==> src/rtl/timer_array.sv <==
// Multi-channel countdown timer: NUM_CH independent channels, each with
// CTRL/PRESET/COUNT/STATUS registers and a maskable interrupt line.

module timer_ch #(
    parameter int CNT_W = 32
) (
    input  logic             clk,
    input  logic             rst,
    input  logic             wr,
    input  logic [1:0]       rg,
    input  logic [31:0]      wdata,
    input  logic [31:0]      bm,
    output logic [31:0]      rdata,
    output logic             irq
);
    typedef enum logic [1:0] {S_IDLE, S_LOAD, S_CNT, S_INT} state_t;

    state_t             state, state_nxt;
    logic [2:0]         ctrl;
    logic [2:0]         ctrl_base;
    logic [CNT_W-1:0]   preset;
    logic [CNT_W-1:0]   count;
    logic               pending;

    logic load, dec, set_pend, clr_en;
    logic we_ctrl, we_pre, w1c;

    assign we_ctrl = wr && (rg == 2'd0);
    assign we_pre  = wr && (rg == 2'd1);
    assign w1c     = wr && (rg == 2'd3) && bm[0] && wdata[0];

    // Hardware enable clear is applied first so an overlapping software
    // write (on the bytes it enables) takes precedence.
    assign ctrl_base = {ctrl[2:1], ctrl[0] & ~clr_en};

    always_comb begin
        state_nxt = state;
        load      = 1'b0;
        dec       = 1'b0;
        set_pend  = 1'b0;
        clr_en    = 1'b0;
        case (state)
            S_IDLE: if (ctrl[0]) state_nxt = S_LOAD;
            S_LOAD: begin
                load      = 1'b1;
                state_nxt = S_CNT;
            end
            S_CNT: begin
                if (!ctrl[0]) begin
                    state_nxt = S_IDLE;
                end else if (count == '0) begin
                    set_pend  = 1'b1;
                    state_nxt = S_INT;
                end else begin
                    dec = 1'b1;
                end
            end
            S_INT: begin
                if (ctrl[1]) begin
                    state_nxt = S_LOAD;
                end else begin
                    clr_en    = 1'b1;
                    state_nxt = S_IDLE;
                end
            end
            default: state_nxt = S_IDLE;
        endcase
    end

    always_ff @(posedge clk) begin
        if (rst) begin
            state   <= S_IDLE;
            ctrl    <= '0;
            preset  <= '0;
            count   <= '0;
            pending <= 1'b0;
        end else begin
            state <= state_nxt;
            if (we_ctrl)
                ctrl <= (ctrl_base & ~bm[2:0]) | (wdata[2:0] & bm[2:0]);
            else
                ctrl <= ctrl_base;
            if (we_pre)
                preset <= (preset & ~bm[CNT_W-1:0]) | (wdata[CNT_W-1:0] & bm[CNT_W-1:0]);
            if (load)
                count <= preset;
            else if (dec)
                count <= count - CNT_W'(1);
            // A same-edge hardware set beats the software clear.
            if (set_pend)
                pending <= 1'b1;
            else if (w1c)
                pending <= 1'b0;
        end
    end

    always_comb begin
        rdata = '0;
        case (rg)
            2'd0: rdata = {29'b0, ctrl};
            2'd1: rdata = 32'(preset);
            2'd2: rdata = 32'(count);
            2'd3: rdata = {31'b0, pending};
            default: rdata = '0;
        endcase
    end

    assign irq = pending & ctrl[2];
endmodule

module timer_array #(
    parameter int NUM_CH = 2,
    parameter int CNT_W  = 32
) (
    input  logic              Clk,
    input  logic              Rst,
    input  logic              Sel,
    input  logic [3:0]        Addr,
    input  logic [31:0]       WData,
    input  logic [3:0]        Mask,
    input  logic              Write,
    output logic [31:0]       RData,
    output logic [NUM_CH-1:0] IRQ
);
    logic [31:0]              bm;
    logic [NUM_CH-1:0][31:0]  rd;

    for (genvar b = 0; b < 4; b++) begin : g_bm
        assign bm[8*b +: 8] = {8{Mask[b]}};
    end

    for (genvar i = 0; i < NUM_CH; i++) begin : g_ch
        timer_ch #(.CNT_W(CNT_W)) u_ch (
            .clk   (Clk),
            .rst   (Rst),
            .wr    (Sel && Write && (Addr[3:2] == 2'(i))),
            .rg    (Addr[1:0]),
            .wdata (WData),
            .bm    (bm),
            .rdata (rd[i]),
            .irq   (IRQ[i])
        );
    end

    // Channel indices with no instance fall through to zero.
    always_comb begin
        RData = '0;
        if (Sel) begin
            for (int i = 0; i < NUM_CH; i++)
                if (Addr[3:2] == 2'(i)) RData = rd[i];
        end
    end
endmodule
==> config.mk <==
export PLATFORM = sky130hd
export DESIGN_NAME = timer_array
export DESIGN_NICKNAME = d
export VERILOG_FILES = /design/src/rtl/timer_array.sv
export SDC_FILE = /design/constraint.sdc
export NUM_CORES = 1
export LEC_CHECK = 0
export ABC_CLOCK_PERIOD_IN_PS = 6380
export CAP_MARGIN = 20
export CORE_AREA = 8 8 124 126
export CTS_BUF_LIST = sky130_fd_sc_hd__clkbuf_2 sky130_fd_sc_hd__clkbuf_4 sky130_fd_sc_hd__clkbuf_8
export CTS_CLUSTER_DIAMETER = 50
export DETAILED_ROUTE_END_ITERATION = 6
export DIE_AREA = 0 0 132 134
export PLACE_DENSITY = 0.8
export SETUP_SLACK_MARGIN = 0.15
export SLEW_MARGIN = 10
export SYNTH_ARGS = -nofsm -noshare
export SYNTH_HDL_FRONTEND = slang
export SYNTH_SLANG_ARGS = --single-unit
==> constraint.sdc <==
create_clock -name Clk -period 6.38 [get_ports Clk]
set_input_delay 0.957 -clock Clk [delete_from_list [all_inputs] [get_ports Clk]]
set_output_delay 0.957 -clock Clk [all_outputs]
set_load 0.03 [all_outputs]
Yosys cells after proc, flatten, opt, wreduce, memory -nomap -nowiden. Index checks and enable logic that the tools add are counted.

Bits in registers: 140. Output and inout port bits: 34. Word-level logic and storage cells: 114.

$add $sub $neg: 2. Equality and inequality tests: 14. Multiplexer cells: 43. Bitwise gates (word level): 18. Reductions and logical operators: 25.

Operator list (count): $pmux W32 S4 (2); $mux W32 (7); $and A32 B32 Y32 (3); $logic_not A32 Y1 (2); $or A32 B32 Y32 (2); $sub A32 B1 Y32 const B (2); $not A32 Y32 (1); $mux W1 (26); $pmux W2 S4 (2); $logic_and A1 B1 Y1 (13); $eq A2 B2 Y1 const B (6); $mux W2 (6); $and A3 B3 Y3 (3); $eq A2 B1 Y1 const B (4); $logic_not A2 Y1 (4); $reduce_bool A2 Y1 (4); $ne A3 B3 Y1 const B (2); $or A3 B3 Y3 (2); $and A1 B1 Y1 (4); $ne A2 B1 Y1 const B (2); $reduce_and A2 Y1 (2); $not A3 Y3 (1); $not A1 Y1 (2).

Longest topological paths before layout. Gate-level depths: netlist of run 1.

Depth after elaboration: 7. Gate-level depth with buffers: 10. Mapped depth without buffers: 8.

By module. A second synthesis of run 1 with hierarchy kept.

Cells, all modules: 1080. Area, all modules: 8341.8 um^2.

By module, submodules not included: timer_ch (g_ch[1].u_ch) (instances 1, cells an instance 507, area an instance 3938.8 um^2, sequential area each 1401.3 um^2); timer_ch (g_ch[0].u_ch) (instances 1, cells an instance 498, area an instance 3827.4 um^2, sequential area each 1401.3 um^2); timer_array (instances 1, cells an instance 75, area an instance 575.6 um^2, sequential area each 0.0 um^2).

Worst setup path after synthesis of run 1. No wires, ideal clock.

Path type: in2out. From: input port Addr[1]. To: output port RData[13]. Arrival time: 3092 ps. Setup slack: 2331 ps. Stages: 6. Buffers on the path: 3. Cell sequence: clkbuf_1 -> nor2b_1 -> clkbuf_1 -> buf_1 -> a22oi_1 -> a211oi_1.

Longest elaborated chain between the ends: 5. Elaborated cells between the ends (all ways): 9. Those cells by class: eq/ne: 3; mux: 5; reduce/logical: 1.

RTL lines: start, declared (RTL line 118) `input logic [3:0] Addr,`; $eq A2 B2 Y1 (tied with other cells) (RTL line 99) `case (rg)`; $pmux W32 S4 (RTL line 99); $mux W32 (RTL line 150) `if (Addr[3:2] == 2'(i)) RData = rd[i];`; $mux W32 (*) (RTL line 150); $mux W32 (*) (RTL line 148) `if (Sel) begin`; end, declared (RTL line 122) `output logic [31:0] RData,`.

Mark *: on every way between the ends. The rest lies on a longest branch, timed or not.

Final worst setup path of run 1.
From: input port Addr[1]. To: output port RData[19].

Same word-level chain as after synthesis.

==> results of run 1 <==
[metrics by stage]
stage | instance area [um^2] | hold WS, ns | utilization, % | setup slack [ns]
after floorplan | 7580 | 0.444 | - | 2.33
after global placement | 8350 | 0.467 | 61.9 | 1.30
after detailed placement | 8350 | 0.468 | 61.9 | 1.28
after CTS | 8800 | 0.477 | 65.2 | 1.25
after global routing | 8800 | 0.502 | 65.2 | 1.03
final | 8800 | 0.482 | 65.2 | 1.16
[worst min path at each step]
stage                                               end  slack, ns
floorplan                                      register       0.44
global placement                               register       0.47
detailed placement                             register       0.47
CTS                 g_ch[1].u_ch.count[26]$_SDFFE_PP0P_       0.48
global route                                   register       0.50
finish              g_ch[1].u_ch.count[26]$_SDFFE_PP0P_       0.48
[area by class of cell]
class                           count  area, um^2  area share (%)
Timing Repair Buffer               91         868            9.87
Sequential cell                   140        2800            31.8
Clock buffer                       21         283            3.21
Tap cell                          180         225            2.56
Clock inverter                     11         165            1.88
Multi-Input combinational cell    745        4430            50.3
Inverter                            7        26.3           0.299
[kinds of logic after synthesis]
family	Yosys count	synth area share [%]
simple gates	403	26.9
compound gates	324	28.4
flops	140	37.0
buf+inv	91	4.92
mux	13	2.06
xor+xnor	3	0.347
fa+ha+maj	2	0.330
[cell usage in the layout (no fill, tap or decap), drive strengths merged, types with 13 or more instances in the layout]
cell	count
a211oi	31
a21oi	131
a221oi	37
a22oi	29
a31oi	33
buf	16
clkbuf	21
clkdlybuf4s50	75
dfxtp	140
nand2	114
nand3	107
nor2	44
nor3	32
nor4	18
o211ai	14
o21ai	15
or3	13
[synthesized netlist by cell type (3+ instances only)]
cell / count
o31ai_4: 4
nor2_1: 43
nand3b_1: 3
o211ai_1: 14
a22oi_1: 29
and3_1: 12
nand2_1: 114
nand2b_1: 9
a221oi_1: 37
nor4_1: 16
nand4_1: 5
inv_1: 7
or2_2: 10
o21ai_0: 14
clkbuf_1: 74
buf_6: 3
a211oi_1: 31
and2_1: 6
a32oi_1: 4
dfxtp_1: 140
a2bb2oi_1: 3
a31oi_1: 33
or4_4: 3
buf_1: 4
a21oi_1: 131
o22ai_1: 3
o311ai_0: 12
or4_1: 9
nand3_1: 107
nor3_1: 32
mux2i_1: 10
or3_1: 13
nor2b_1: 9
[critical path: stages]
cell             delay [ns]
clkdlybuf4s50_1        0.82
nor2b_4                0.80
buf_4                  0.40
a221oi_1               0.13
a211oi_1               0.38
clkdlybuf4s50_1        0.75
[metal layers]
| metal | global-route usage, % | up-vias | share of wire, % |
|---|---|---|---|
| li1 | - | 3777 | - |
| met5 | 0 | - | 0.051 |
| met1 | 35.7 | 3827 | 41 |
| met2 | 42.9 | 474 | 45 |
| met3 | 6.25 | 86 | 9.5 |
| met4 | 15.6 | 2 | 4.6 |
[power by group through the flow]
stage                     clock network [uW]  logic, uW  registers, uW
final                                    814        140            878
after global routing                     854        147            878
after CTS                                816        137            878
after detailed placement                   0        136            898
after global placement                     0        136            898
after floorplan                            0       75.4            897
==> results.py, run 1 <==
metrics = {
    "status": {
        "status": "completed",
    },
    "die": {
        "start_util_pct": 56.1,
        "dieArea_um2": 17700,
        "die_w_um": 132,
        "ios": 78,
        "die_h_um": 134,
        "core_um2": 13500,
        "rows": 43,
    },
    "critical_path": {
        "crit_type": "in -> out",
        "rr_worst_depth": 6,
        "cp-endpoint": "RData[19]",
        "cp_max_fo": 35,
        "required_ns": 5.42,
        "rrSetupSlack_ns": 3.43,
        "start_kind": "input port",
        "critPathLaunch": "Addr[1]",
        "timing.rr.end": "g_ch[1].u_ch.count[27]$_SDFFE_PP0P_",
        "r2r_start": "g_ch[1].u_ch.state[1]$_SDFFE_PP0P_",
        "cp-end-kind": "primary output",
        "cp.arrival_ns": 4.26,
    },
    "clock_network": {
        "cts_root_buffer": "clkbuf_8",
        "numCtsBuffers": 17,
        "clock-sinks": 140,
        "cts_resized": 0,
        "cts_tree": "yes",
        "clk_path_buf_depth": 2,
        "path_clk_slew_ns": 0.08,
        "cts_hold_buf": 0,
        "htree_levels": 4,
        "insertion_delay_ns": 0.46,
        "post_cts_buffers": 0,
    },
    "logic_synthesis": {
        "ys_async_sr_fraction_pct": 0,
        "syn_area_um2": 7580,
        "yosys-top-cells-area": "dfxtp_1 (37%), a21oi_1 (8.7%), nand3_1 (7.1%)",
        "synth_warnings": 0,
        "synth-seq-cells": 140,
        "synthCells": 976,
        "synth_top_flop_cell": "dfxtp_1",
        "syn-num-nets": 1022,
        "yosysTopAreaCell": "dfxtp_1",
        "avgSynthCellArea_um2": 7.76,
        "ys_seq_area_share_pct": 37.0,
        "synth_edf_count": 0,
        "netlist.area_leader.share_pct": 37.0,
        "ys_types": 56,
    },
    "worst_hold_path": {
        "hold_path_class": "reg -> reg",
        "hold_path_depth": 2,
    },
    "sta": {
        "relSlewSlack_pct": 36.0,
        "fmax_mhz": 192,
        "tightest_slew_ns": 0.960,
        "fin_tns_setup_ns": 0,
        "finalCritPeriodShare_pct": 81.8,
        "finalClockSkew_ns": 0.00893,
        "setup_viol": 0,
        "fin_crit_ns": 5.22,
        "rsz0062_at_grt": "false",
        "final-hold-violation-count": 0,
        "slew_violations": 0,
    },
    "power_and_ir_drop": {
        "seqPwrFrac_pct": 47.9,
        "pwr-share-clk_pct": 44.4,
        "p_int_uw": 1390,
        "power.total_uw": 1830,
        "pwr-share-comb_pct": 7.7,
        "ir_worst_vdd_v": 0.000145,
        "power_density_nw_per_um2": 208,
        "p_leak_uw": 0.00278,
        "switching_share_pct": 24.4,
        "p_switching_uw": 447,
    },
    "placement": {
        "gp_congestion": 0.965,
        "port_buffers": 77,
        "dp_hpwl_um": 18000,
        "dpl.cell_count": 1163,
    },
    "global_routing": {
        "grt_first_pass_wirelength_um": 39400,
        "track_usage_pct": 28.0,
        "grt_overflow": 0,
        "antenna_found_initial": 1,
        "grt_max_degree": 89,
        "grt_pass1_vias": 7225,
    },
    "layout": {
        "drive_gt1_share_pct": 7.78,
        "diodes": 0,
        "finalNonFillerCells": 1195,
        "nets": 1048,
        "n_fill_cell": 1167,
        "areaGrowthSynthToFinish_pct": 16.1,
    },
    "routing": {
        "via_count": 8166,
        "drtPass1Iterations": 5,
        "drc": 0,
        "via_per_inst": 6.83,
        "ant_nets": 0,
        "drt-total-wl_um": 25300,
        "drt_iter0_markers": 1199,
        "wl_per_cell_um": 21.2,
    },
    "flow_run": {
        "drv_cap": 0,
    },
}
No activity file was read; power rests on OpenSTA's default activity.
==> run 2, diff against run 1 <==
Settings changed: ABC_CLOCK_PERIOD_IN_PS 6380 to 4700, CORE_AREA 8 8 124 126 to 8 8 129 131, DIE_AREA 0 0 132 134 to 0 0 137 139, PLACE_DENSITY 0.8 to 0.77.
Clock period 6.38 ns to 4.7 ns, I/O delays scaled along.
==> results.py, run 2 (synthesis gave the netlist of run 1 again) <==
metrics = {
    "status": {
        "status": "completed",
    },
    "worst_hold_path": {
        "hold_path_depth": 2,
        "hold_path_class": "reg -> reg",
    },
    "clock_network": {
        "cts_root_buffer": "clkbuf_8",
        "numCtsBuffers": 17,
        "cts_hold_buf": 0,
        "path_clk_slew_ns": 0.07,
        "clock-sinks": 140,
        "htree_levels": 4,
        "cts_tree": "yes",
        "cts_resized": 0,
        "insertion_delay_ns": 0.47,
        "post_cts_buffers": 0,
        "clk_path_buf_depth": 2,
    },
    "sta": {
        "setup_slack_ns": 0.686,
        "final-hold-violation-count": 0,
        "rsz0062_at_grt": "false",
        "fin_crit_ns": 4.01,
        "slew_violations": 0,
        "tightest_slew_ns": 0.947,
        "finalClockSkew_ns": 0.00711,
        "fin_tns_setup_ns": 0,
        "relSlewSlack_pct": 36.9,
        "setup_viol": 0,
        "fmax_mhz": 249,
        "finalCritPeriodShare_pct": 85.4,
    },
    "layout": {
        "diodes": 0,
        "nets": 1052,
        "areaGrowthSynthToFinish_pct": 16.4,
        "drive_gt1_share_pct": 8.15,
        "final_common_cell": "dfxtp_1",
        "final_cell_mix": "dfxtp_1 (140), a21oi_1 (131), nand2_1 (114)",
        "finalNonFillerCells": 1207,
        "finalInstanceArea_um2": 8820,
    },
    "global_routing": {
        "antenna_found_initial": 0,
        "grt_first_pass_wirelength_um": 39600,
        "grt_overflow": 0,
        "grt_max_degree": 86,
        "track_usage_pct": 26.3,
        "grt_pass1_vias": 7359,
    },
    "die": {
        "die_h_um": 139,
        "dieArea_um2": 19000,
        "core_um2": 14800,
        "die_w_um": 137,
        "start_util_pct": 51.4,
        "rows": 45,
        "ios": 78,
    },
    "flow_run": {
        "drv_cap": 0,
    },
    "critical_path": {
        "rr_worst_depth": 6,
        "required_ns": 3.99,
        "cp-end-kind": "primary output",
        "rrSetupSlack_ns": 1.78,
        "start_kind": "input port",
        "r2r_start": "g_ch[1].u_ch.state[0]$_SDFFE_PP0P_",
        "crit_type": "in -> out",
        "cp.arrival_ns": 3.31,
        "timing.rr.end": "g_ch[1].u_ch.count[27]$_SDFFE_PP0P_",
        "cp_max_fo": 22,
    },
    "routing": {
        "drc": 0,
        "wl_per_cell_um": 21.0,
        "drtPass1Iterations": 5,
        "via_count": 8039,
        "via_per_inst": 6.66,
        "drt-total-wl_um": 25300,
        "drt_iter0_markers": 1015,
        "ant_nets": 0,
    },
    "power_and_ir_drop": {
        "power_density_nw_per_um2": 265,
        "ir_worst_vdd_v": 0.000180,
        "p_leak_uw": 0.00278,
    },
    "placement": {
        "gp_congestion": 0.950,
        "dp_hpwl_um": 18100,
        "dpl.cell_count": 1175,
        "placed_area_um2": 8440,
        "port_buffers": 77,
        "place_ws_ns": 0.796,
    },
}
run 2: cell count changes in the layout (fill, tap and decap cells not counted):
cell and change:
clkinv_2 +2, buf_12 +4, bufinv_16 -3, clkinv_4 +1
run 2: routing by layer:
layer | wire (um) | GRT usage, %
met5 | 0 | 0
met2 | 11400 | 39.4
met1 | 10700 | 34.4
met3 | 2200 | 6.92
met4 | 1030 | 12.3
run 2: where the power goes:
part	switching [uW]	internal (uW)	leakage, uW
registers	3.88	1190	0.00113
clock network	484	461	0.000187
logic	122	74.4	0.00147
run 2: how the worst max path moves through the flow:
| stage | startpoint | to | slack, ns | depth (start not counted) |
|---|---|---|---|---|
| CTS | Addr[3] | RData[21] | 0.77 | 5 |
| floorplan | Addr[1] | RData[13] | 1.16 | 6 |
| global route | Addr[3] | RData[21] | 0.64 | 5 |
| detailed placement | Addr[3] | RData[21] | 0.80 | 5 |
| global placement | Addr[1] | RData[23] | 0.83 | 6 |
| finish | Addr[3] | RData[21] | 0.69 | 5 |
run 2: worst max-delay path, cell delays in order:
cell and delay (ns):
clkdlybuf4s50_1 0.50, nand2b_1 0.62, buf_4 0.38, a211oi_1 0.33
clkdlybuf4s50_1 0.77
run 2: area by class of cell:
type / instances / area [um^2]
Fill cell: 1361 / 5930
Multi-Input combinational cell: 745 / 4430
Tap cell: 188 / 235
Timing Repair Buffer: 95 / 948
Clock inverter: 11 / 93.8
Clock buffer: 21 / 283
Inverter: 7 / 26.3
Sequential cell: 140 / 2800
run 2: per-stage QoR:
step | utilization [%] | power, uW | hold slack [ns]
2_1_floorplan | - | 1320 | 0.444
3_3_place_gp | 57.2 | 1410 | 0.461
3_5_place_dp | 57.2 | 1410 | 0.464
4_1_cts | 59.8 | 2330 | 0.475
5_1_grt | 59.8 | 2400 | 0.498
6_report | 59.8 | 2330 | 0.477
